`src/rtl/mas_mul_issue_ctrl.sv`:
```
// Issue and result-collection controller for the fixed-latency 32x32 Booth multiplier core.
// Define MAS_MUL_ACC_EN to add the s_acc input and the 64-bit running accumulator.
module mas_mul_issue_ctrl #(
  parameter int LAT       = 1,
  parameter int RES_DEPTH = 4,
  parameter int TAG_W     = 4
) (
  input  logic             clk,
  input  logic             rstn,
  input  logic             s_valid,
  output logic             s_ready,
  input  logic [31:0]      s_in1,
  input  logic [31:0]      s_in2,
  input  logic [TAG_W-1:0] s_tag,
`ifdef MAS_MUL_ACC_EN
  input  logic             s_acc,
`endif
  output logic [31:0]      mul_in1,
  output logic [31:0]      mul_in2,
  input  logic [63:0]      mul_res,
  output logic             m_valid,
  input  logic             m_ready,
  output logic [63:0]      m_res,
  output logic [TAG_W-1:0] m_tag,
  output logic             busy
);

  localparam int PW = $clog2(RES_DEPTH);
  localparam logic [PW:0] ONE     = (PW+1)'(1);
  localparam logic [PW:0] DEPTH_C = (PW+1)'(RES_DEPTH);

  logic             issue;
  logic             pop;
  logic             wr_en;
  logic             full;
  logic [LAT:0]     vpipe;
  logic [TAG_W-1:0] tpipe [LAT+1];
  logic [PW:0]      wr_ptr;
  logic [PW:0]      rd_ptr;
  logic [PW:0]      outstanding;
  logic [PW:0]      out_next;
  logic [63:0]      res_mem [RES_DEPTH];
  logic [TAG_W-1:0] tag_mem [RES_DEPTH];
  logic [63:0]      entry;

  assign issue   = s_valid && s_ready;
  assign pop     = m_valid && m_ready;
  assign wr_en   = vpipe[LAT];
  assign m_valid = (wr_ptr != rd_ptr);
  assign full    = (wr_ptr[PW] != rd_ptr[PW]) && (wr_ptr[PW-1:0] == rd_ptr[PW-1:0]);
  assign m_res   = res_mem[rd_ptr[PW-1:0]];
  assign m_tag   = tag_mem[rd_ptr[PW-1:0]];
  assign busy    = (outstanding != '0);

  // The last pipe stage lines up with the cycle in which mul_res carries that issue's product.
  always_ff @(posedge clk or negedge rstn) begin
    if (!rstn) begin
      mul_in1 <= '0;
      mul_in2 <= '0;
      vpipe   <= '0;
      for (int i = 0; i <= LAT; i++) tpipe[i] <= '0;
    end else begin
      if (issue) begin
        mul_in1 <= s_in1;
        mul_in2 <= s_in2;
      end
      vpipe    <= {vpipe[LAT-1:0], issue};
      tpipe[0] <= s_tag;
      for (int i = 1; i <= LAT; i++) tpipe[i] <= tpipe[i-1];
    end
  end

`ifdef MAS_MUL_ACC_EN
  logic [LAT:0] apipe;
  logic [63:0]  acc_r;

  assign entry = apipe[LAT] ? (acc_r + mul_res) : mul_res;

  always_ff @(posedge clk or negedge rstn) begin
    if (!rstn) begin
      apipe <= '0;
      acc_r <= '0;
    end else begin
      apipe <= {apipe[LAT-1:0], s_acc};
      if (wr_en) acc_r <= entry;
    end
  end
`else
  assign entry = mul_res;
`endif

  always_ff @(posedge clk or negedge rstn) begin
    if (!rstn) begin
      wr_ptr <= '0;
      rd_ptr <= '0;
      for (int i = 0; i < RES_DEPTH; i++) begin
        res_mem[i] <= '0;
        tag_mem[i] <= '0;
      end
    end else begin
      if (wr_en) begin
        res_mem[wr_ptr[PW-1:0]] <= entry;
        tag_mem[wr_ptr[PW-1:0]] <= tpipe[LAT];
        wr_ptr                  <= wr_ptr + ONE;
      end
      if (pop) rd_ptr <= rd_ptr + ONE;
    end
  end

  // Credits count in-flight products too, so a FIFO slot always exists when a product lands.
  always_comb begin
    out_next = outstanding;
    if (issue && !pop)      out_next = outstanding + ONE;
    else if (!issue && pop) out_next = outstanding - ONE;
  end

  always_ff @(posedge clk or negedge rstn) begin
    if (!rstn) begin
      outstanding <= '0;
      s_ready     <= 1'b0;
    end else begin
      outstanding <= out_next;
      s_ready     <= (out_next < DEPTH_C);
    end
  end

  assert property (@(posedge clk) disable iff (!rstn) !(wr_en && full));
  assert property (@(posedge clk) disable iff (!rstn) !(pop && !m_valid));

endmodule
```
`config.mk`:
```
export PLATFORM = sky130hd
export DESIGN_NAME = mas_mul_issue_ctrl
export DESIGN_NICKNAME = d
export VERILOG_FILES = /design/src/rtl/mas_mul_issue_ctrl.sv
export SDC_FILE = /design/constraint.sdc
export NUM_CORES = 1
export LEC_CHECK = 0
export BUFFER_PORTS_ARGS = -buffer_cell sky130_fd_sc_hd__buf_2
export CORE_MARGIN = 3
export CORE_UTILIZATION = 56
export CTS_CLUSTER_SIZE = 30
export DETAILED_ROUTE_END_ITERATION = 6
export GPL_ROUTABILITY_DRIVEN = 0
export MAX_ROUTING_LAYER = met4
export PLACE_DENSITY = 0.8
export SYNTH_ARGS = -nofsm -noshare
export SYNTH_HDL_FRONTEND = slang
export SYNTH_SLANG_ARGS = --single-unit
```
`constraint.sdc`:
```
create_clock -name clk -period 2.4 [get_ports clk]
set_clock_uncertainty 0.2 [all_clocks]
set_input_delay 0.12 -clock clk [delete_from_list [all_inputs] [get_ports clk]]
set_output_delay 0.12 -clock clk [all_outputs]
set_load 0.03 [all_outputs]
```
==> Word level (Yosys, flattened, before mapping) <==
Index checks and enable logic that the tools add are counted.
{ "totals": {"ff_bits": 356, "latch_bits": 0, "mem_bits_rw": 0, "rom_bits": 0, "inputBits": 136, "output_inout_bits": 135, "word_cells": 50, "n_memories": 0} }
{ "op_classes": {"add_sub_neg": 4, "n_mul": 0, "div": 0, "n_lt_le_gt_ge": 4, "eq_ne": 1, "shifts": 0, "muxes": 14, "n_bitwise": 2, "reduce_logical": 8} }
{ "op_table": {"columns": ["operator", "count"], "rows": [
  ["256-bit bitwise mux", 1],
  ["64-bit 2-to-1 mux", 3],
  ["64-bit binary-select mux with 2-bit select", 1],
  ["64-bit demux with 2-bit select", 1],
  ["16-bit bitwise mux", 1],
  ["4-bit 2-to-1 mux", 3],
  ["3-bit by 1-bit adder with 3-bit output, second input constant", 3],
  ["4-bit binary-select mux with 2-bit select", 1],
  ["4-bit demux with 2-bit select", 1],
  ["3-bit >= comparator, second input constant", 2],
  ["3-bit 2-to-1 mux", 2],
  ["2-bit NOT with 3-bit output", 2],
  ["1-bit logical AND", 5],
  ["3-bit by 1-bit < comparator with 1-bit output, second input constant", 1],
  ["3-bit < comparator, second input constant", 1],
  ["3-bit != test", 1],
  ["3-bit nonzero test", 1],
  ["3-bit by 1-bit subtractor with 3-bit output, second input constant", 1],
  ["1-bit zero test", 2]
]} }

==> Logic depth before layout (Yosys ltp) <==
Gate-level depths: netlist (run 1).
{ "logic_depth": {"ltp_word": 6, "depth_mapped": 8, "ltp_nobuf": 7} }

==> Worst setup path before layout (run 1) <==
OpenSTA, ideal clock, no wires.
{ "synth_path": {"path_kind": "reg2reg", "startpoint": "reg rd_ptr[0]", "endpoint": "reg (tool-made name)", "arrival_time_ps": 1748, "required_ps": 2068, "slack_ps": 319, "path_stages_with_launch": 8, "n_path_buf": 1, "period_less_slack_ps": 2081, "cell_sequence": "dfrtp_1 buf_6 xnor2_1 a31o_2 inv_1 ha_1 o31ai_1 o31ai_1"} }
{ "synth_rtl": {"columns": ["item", "line_no", "text"], "rows": [
  ["start: declaration", "39", "logic [PW:0] rd_ptr;"],
  ["start signal: assignment", "106", "if (pop) rd_ptr <= rd_ptr + ONE;"]
]} }

==> Worst setup path after layout (run 1) <==
{ "layout_path": {"startpoint": "reg rd_ptr[0]", "endpoint": "out m_res[45]"} }
{ "layout_between": {"elab_chain_len": 4} }
{ "layout_lines": {"columns": ["item", "line_no", "text"], "rows": [
  ["2-bit NOT with 3-bit output (implied by the code)", "51", "assign m_res = res_mem[rd_ptr[PW-1:0]];"],
  ["64-bit binary-select mux with 2-bit select", "51", null],
  ["64-bit 2-to-1 mux (implied by the code) (2 in series)", "51", null],
  ["end: declaration", "23", "output logic [63:0] m_res,"]
]} }
No other way between the ends. The select of a mux whose other input is x is not followed.

==> impl_results.md, run 1 <==
* Area of the multi-input gates at 0.00573 mm2
* Status: finished clean
* Cell variety after synth at 28
* CTS Sinks at 356
* Drt total wl at 35100 um
* Clock power frac at 0.201
* Commonest non-fill, non-tap cell in the layout: dfrtp_1
* Nets at 1438
* Clock latency on the worst-skew pair at 0.51 ns
* Core Area at 0.0262 mm2
* Synthesized flop and latch total at 356
* Mean Syn Cell Area at 17.2 um2
* CTS tree: yes
* Crit Path Category: reg2out
* Placement Rows at 59
* Initial antenna violation count at 0
* Setup violations, final at 0
* Fillers at 1529
* First-pass GRT wire length at 56000 um
* Sw Pwr at 10.7 mW
* RSZ-0062 raised after global routing: yes
* Setup total negative slack at 0 ns
* Largest net degree at the start of global routing at 75
* Die ar. at 0.0288 mm2
* Ys async rst share at 1.00
* Dpl cell area at 0.0169 mm2
* Number of synthesized flops with an enable pin at 0
* Worst setup SP type: register
* Critical Path RT at 2.08 ns
* CP Capture Type: output port
* Commonest non-fill, non-tap cells in the layout: 354 x dfrtp_1, 336 x mux2_2, 243 x buf_2
* Pwr Density at 1510 mW/mm2
* Port-buffer cells at 270
* Layout area overhead at 31.3%
* First-pass DRT Iterations at 4
* Residual DRC count at 0
* Clock Path Buffers at 3
* Worst VDD drop at 954 uV
* Reg clk slew, reported paths at 0.06 ns
* Register area at 0.00891 mm2
* Hold Crit Class: in2async
* Htree depth at 2
* Post-route cell area at 0.0197 mm2
* Final setup margin at 0.0160 ns
* CP Data Arrival Time at 2.06 ns
* Area of the mapped netlist at 0.0150 mm2
* Vias in the first global route at 10500
* Fmax at 0.419 GHz
* IO Pins at 271
* Seq pwr share at 0.348
* Antenna cells at 0
* Place WS at 0.298 ns
* Initial Utilization at 0.572
* Via count at 9264
* Syn Inst Count at 872
* Combinational share of power at 0.451
* Switching share of power at 0.360
* Synth Flop Type: dfrtp_1
* Layout cell share with drive strength beyond 1 at 0.584
* Slew Limit Fails at 0
* Post-CTS Repair Setup Buffers at 0
* Max Cap Violations at 0
* Internal Power at 19.1 mW
* Die X-Extent at 170 um
* Die Ht at 170 um
* Vias/cell at 5.61
* Drt wl/cell at 21.2 um
* Final Hold Fails at 0
* Worst slew margin at 0.594
* Total CTS buffers at 38
* Gr usage total at 0.254
* DR iter-0 viols at 467
* Final period util at 0.993
* Leak at 8.74 nW
* Sequential area share after synthesis at 0.594
* Clock Tree Root: clkbuf_16
* Synthesis Warnings at 0
* Total gr overflow at 0
* Worst-margin pin slew at 0.610 ns
* DP HPWL at 20500 um
* Mapped Nets at 1018
* DRT antenna net count at 0
* Period minus WS final at 2.38 ns
* CP max FO at 42
power groups by stage:
stage / logic (mW) / clock network (mW) / registers (mW)
detailed placement: 12.6 / 0 / 10.3
CTS: 13.4 / 6.12 / 10.2
global placement: 12.4 / 0 / 10.1
global route: 14.2 / 6.37 / 10.7
finish: 13.4 / 5.99 / 10.4
floorplan: 8.94 / 0 / 10.6
registers in the layout, summed over array words and instances (netlist names), 2 cells and up, named ones only:
signal and flops:
outstanding 2, tag_mem 16, mul_in1 32, mul_in2 32, res_mem 256, rd_ptr 3, vpipe 2, wr_ptr 3
tpipe 8
logic make-up (layout without fill, tap and decap cells):
family	count (synthesis)	in the layout	share of synthesized area
AO/OA/AOI/OAI	11	11	0.00484
XOR/XNOR	7	7	0.00409
adder cells (fa/ha/maj)	10	10	0.00835
buffers and inverters	59	504	0.0249
flip-flops	356	356	0.594
multiplexers	405	405	0.355
AND/OR/NAND/NOR	24	24	0.00818
final timing paths:
kind | slack, ns | to | start | cells past startpoint
worst min register to register | 0.15 | tpipe[0] | tpipe[4] | 0
worst max register to register | 0.26 | s_ready | wr_ptr[1] | 7
max in group asynchronous | 1.27 | res_mem[153] | rstn | 3
min in group clk | 0.08 | tpipe[7] | s_tag[3] | 2
worst min-delay path | 0.02 | res_mem[135] | rstn | 2
worst max-delay path | 0.02 | m_res[45] | rd_ptr[0] | 3
repair_timing:
item	in CTS	in global routing
hold endpoints to repair	686	0
hold buffers	135	0
setup endpoints to repair	48	55
gates resized for setup	51	3
metal layers:
layer	vias up	global-route usage	routed length, um
met1	4835	0.312	14300
met2	301	0.436	18300
met5	-	-	0
met3	64	0.0443	1760
li1	4064	-	-
met4	0	0.0740	777
cell usage after synthesis, drive strengths merged, types with 4 or more instances:
cell,instances,share of area
dfrtp,356,0.59
mux2,336,0.25
mux4,68,0.10
buf,47,0.022
nand2,11,0.0033
ha,10,0.0083
inv,7,0.0018
clkbuf,5,0.0013
xnor2,5,0.0029
nand3,4,0.0013
o21ai,4,0.0013
per-stage QoR:
stage / power [mW] / hold WS (ns) / utilization / std cells
3_5_place_dp: 22.9 / -0.0419 / 0.643 / 1452
5_1_grt: 31.2 / 0.0456 / 0.751 / 1652
3_3_place_gp: 22.5 / -0.0482 / 0.643 / 1452
2_1_floorplan: 19.5 / -0.376 / - / 872
4_1_cts: 29.8 / 0.00993 / 0.750 / 1652
6_report: 29.8 / 0.0163 / 0.751 / 1652
cell type report:
type	count	share of cell area
sequential	356	0.453
multi-input combinational	457	0.291
timing repair buffer	432	0.167
clock buffer	51	0.0566
tap	335	0.0213
clock inverter	14	0.00929
inverter	7	0.00134
worst max-delay path: stages (launching register included):
cell,delay (ns)
dfrtp_4,0.46
buf_16,0.31
mux4_2,0.60
buf_6,0.16
No activity file was read; power rests on OpenSTA's default activity.
==> inputs of run 2 (changes only) <==
--- a/config.mk
+++ b/config.mk
@@ -7,12 +7,13 @@
 export LEC_CHECK = 0
 export BUFFER_PORTS_ARGS = -buffer_cell sky130_fd_sc_hd__buf_2
 export CORE_MARGIN = 3
-export CORE_UTILIZATION = 56
+export CORE_UTILIZATION = 55
 export CTS_CLUSTER_SIZE = 30
 export DETAILED_ROUTE_END_ITERATION = 6
 export GPL_ROUTABILITY_DRIVEN = 0
+export HOLD_SLACK_MARGIN = 0.1
 export MAX_ROUTING_LAYER = met4
-export PLACE_DENSITY = 0.8
+export PLACE_DENSITY = 0.79
 export SYNTH_ARGS = -nofsm -noshare
 export SYNTH_HDL_FRONTEND = slang
 export SYNTH_SLANG_ARGS = --single-unit
==> run 2 against run 1 <==
Net effect: utilization shrank 0.51 points; worst setup slack gained 0.027 ns; critical path depth unchanged; non-clock buffer count increased by 3; first-iteration DRC count is 14% lower; power is 0.66% lower; register-to-register slack is essentially flat; combinational power barely moved; die area up 1.8%; count of clock-buffer cells in the layout up 4; fmax increased by 1.2%; global-route usage shrank 0.60 points.
==> impl_results.md, run 2 (synthesis results as in run 1) <==
* FF-to-FF path depth at 6 (-1)
* Clock Tree Root: clkbuf_16
* Max Cap Violations at 0 (unchanged)
* Residual DRC count at 0 (unchanged)
* Layout area overhead at 31.5%
* CP bufs+invs at 2 (unchanged)
* First-pass GRT wire length at 55300 um (-1.2%)
* Via count at 9149 (-1.2%)
* Hold path start: tpipe[4]
* CP Data Arrival Time at 2.04 ns (-0.02 ns)
* Most flop-heavy register: res_mem
* Htree depth at 2 (unchanged)
* Fillers at 1550 (+1.4%)
* R2r startpoint: rd_ptr[1]
* R2R setup slack at 0.25 ns (about the same)
* Core Area at 0.0264 mm2 (+0.84%)
* Place WS at 0.292 ns (-0.00615 ns)
* Hold Path Depth at 0
* Vias in the first global route at 10400 (-1.4%)
* DR iter-0 viols at 400 (-14%)
* Reg clk slew, reported paths at 0.06 ns (about the same)
* Port-buffer cells at 270 (unchanged)
* Commonest non-fill, non-tap cell in the layout: dfrtp_1
* Crit Path Category: reg2out
* Slew Limit Fails at 0 (unchanged)
* Largest register FFs at 256 (unchanged)
* DP HPWL at 20700 um (+0.89%)
* Clock latency on the worst-skew pair at 0.51 ns (about the same)
* Origin of the worst setup path: rd_ptr[0]
* RSZ-0062 raised after global routing: yes
* Worst VDD drop at 970 uV (+1.7%)
* CTS tree: yes
* Fin cells at 1654 (+0.12%)
* Max stage delay on crit path at 0.56 ns (-0.04 ns)
* Area of the multi-input gates at 0.00573 mm2 (unchanged)
* Hold worst-path end: tpipe[0]
* Sw Pwr at 10.6 mW (-0.80%)
* Final period util at 0.982 (-0.0114)
* Gr usage total at 0.248 (-0.00595)
* Pwr Density at 1500 mW/mm2 (-0.82%)
* Die X-Extent at 171 um (+0.87%)
* Drt total wl at 34900 um (-0.62%)
* Total CTS buffers at 37 (-2.6%)
* Vias/cell at 5.53 (-1.4%)
* Clock Path Buffers at 3 (unchanged)
* IO Pins at 271 (unchanged)
* Combinational share of power at 0.456 (+0.005)
* CTS Sinks at 356 (unchanged)
* CP Cell Sequence: buf_12, mux4_2, buf_2
* Register area at 0.00892 mm2 (about the same)
* Final setup margin at 0.0432 ns (+0.0272 ns)
* Initial antenna violation count at 2 (+2)
* Leak at 8.75 nW (about the same)
* Critical Path RT at 2.08 ns (about the same)
* CP Capture Type: output port
* Drt wl/cell at 21.1 um (-0.74%)
* Largest net degree at the start of global routing at 84 (+12%)
* Nets at 1440 (+0.14%)
* Die Ht at 171 um (+0.87%)
* Clock power frac at 0.194 (-0.007)
* Fmax at 0.424 GHz (+1.2%)
* Final Hold Fails at 0 (unchanged)
* Dpl cells at 1448 (-0.28%)
* Seq pwr share at 0.349 (about the same)
* Biggest regs: res_mem x256, mul_in1 x32, mul_in2 x32
* Status: finished clean
* CP max-delay cell: mux4_2
* Initial Utilization at 0.567 (-0.00479)
* Period minus WS final at 2.36 ns (-0.0272 ns)
* DRT antenna net count at 0 (unchanged)
* Worst setup SP type: register
* Commonest non-fill, non-tap cells in the layout: 354 x dfrtp_1, 336 x mux2_2, 244 x buf_2
* CP max FO at 21 (-50%)
* Internal Power at 19.0 mW (-0.57%)
* Worst-margin pin slew at 0.466 ns (-0.144 ns)
* Top delay family on crit path: multiplexers
* First-pass DRT Iterations at 6 (+2)
* Switching share of power at 0.360 (-0.000530)
* Setup violations, final at 0 (unchanged)
* Die ar. at 0.0293 mm2 (+1.8%)
* Worst slew margin at 0.690 (+0.0959)
* Layout cell share with drive strength beyond 1 at 0.578 (-0.00607)
* Placement Rows at 59 (unchanged)
* Hold Crit Class: reg2reg
* Total gr overflow at 0 (unchanged)
## run 2: how the worst max path moves through the flow
stage                 to  slack [ns]  cells past startpoint
6_report       m_res[17]        0.04                      3
5_1_grt        m_res[17]       -0.03                      3
4_1_cts        m_res[20]       -0.03                      3
3_5_place_dp    register        0.29                      6
3_3_place_gp    register        0.29                      6
2_1_floorplan   register        0.32                      7
## run 2: power by group through the flow
stage          Clock (mW)  Combinational, mW  Sequential (mW)
2_1_floorplan           0               8.94             10.6
3_3_place_gp            0               12.4             10.1
3_5_place_dp            0               12.7             10.3
4_1_cts              5.87               13.5             10.2
5_1_grt              6.15               14.3             10.6
6_report             5.75               13.5             10.3
## run 2: area by class of cell
class | count | share of cell area
Sequential cell | 356 | 0.452
Multi-Input combinational cell | 457 | 0.291
Timing Repair Buffer | 435 | 0.172
Clock buffer | 55 | 0.0566
Tap cell | 335 | 0.0213
Clock inverter | 7 | 0.00578
Inverter | 7 | 0.00133
Antenna cell | 2 | 0.000254
## run 2: through the flow
step	utilization	setup TNS [ns]	hold slack (ns)	instance area (um2)	total power, mW
detailed placement	0.637	0	-0.119	16800	23.0
floorplan	-	0	-0.376	15000	19.5
CTS	0.744	-0.211	0.148	19700	29.6
global route	0.746	-0.251	0.157	19700	31.1
global placement	0.637	0	-0.120	16800	22.5
finish	0.746	0	0.144	19700	29.6
## run 2: timing repair
| item | CTS | global route |
|---|---|---|
| setup buffers | 0 | 0 |
| hold endpoints to repair | 687 | 0 |
| pin swaps | 0 | 0 |
| setup endpoints to repair | 48 | 55 |
| gates cloned | 0 | 1 |
| resized for setup | 53 | 2 |
| hold buffers | 141 | 0 |
## run 2: per-layer routing
layer | wire [um] | part of all wire | GRT usage
met5 | 0 | 0 | -
met4 | 764 | 0.022 | 0.0714
met3 | 1810 | 0.052 | 0.0444
met2 | 17900 | 0.51 | 0.417
met1 | 14400 | 0.41 | 0.313
## run 2: worst register-to-register path, cell delays in order (launching register included)
cell,delay (ns)
dfrtp_4,0.49
xnor2_1,0.30
a31o_2,0.25
inv_1,0.05
ha_1,0.34
o31ai_1,0.28
o31ai_1,0.10
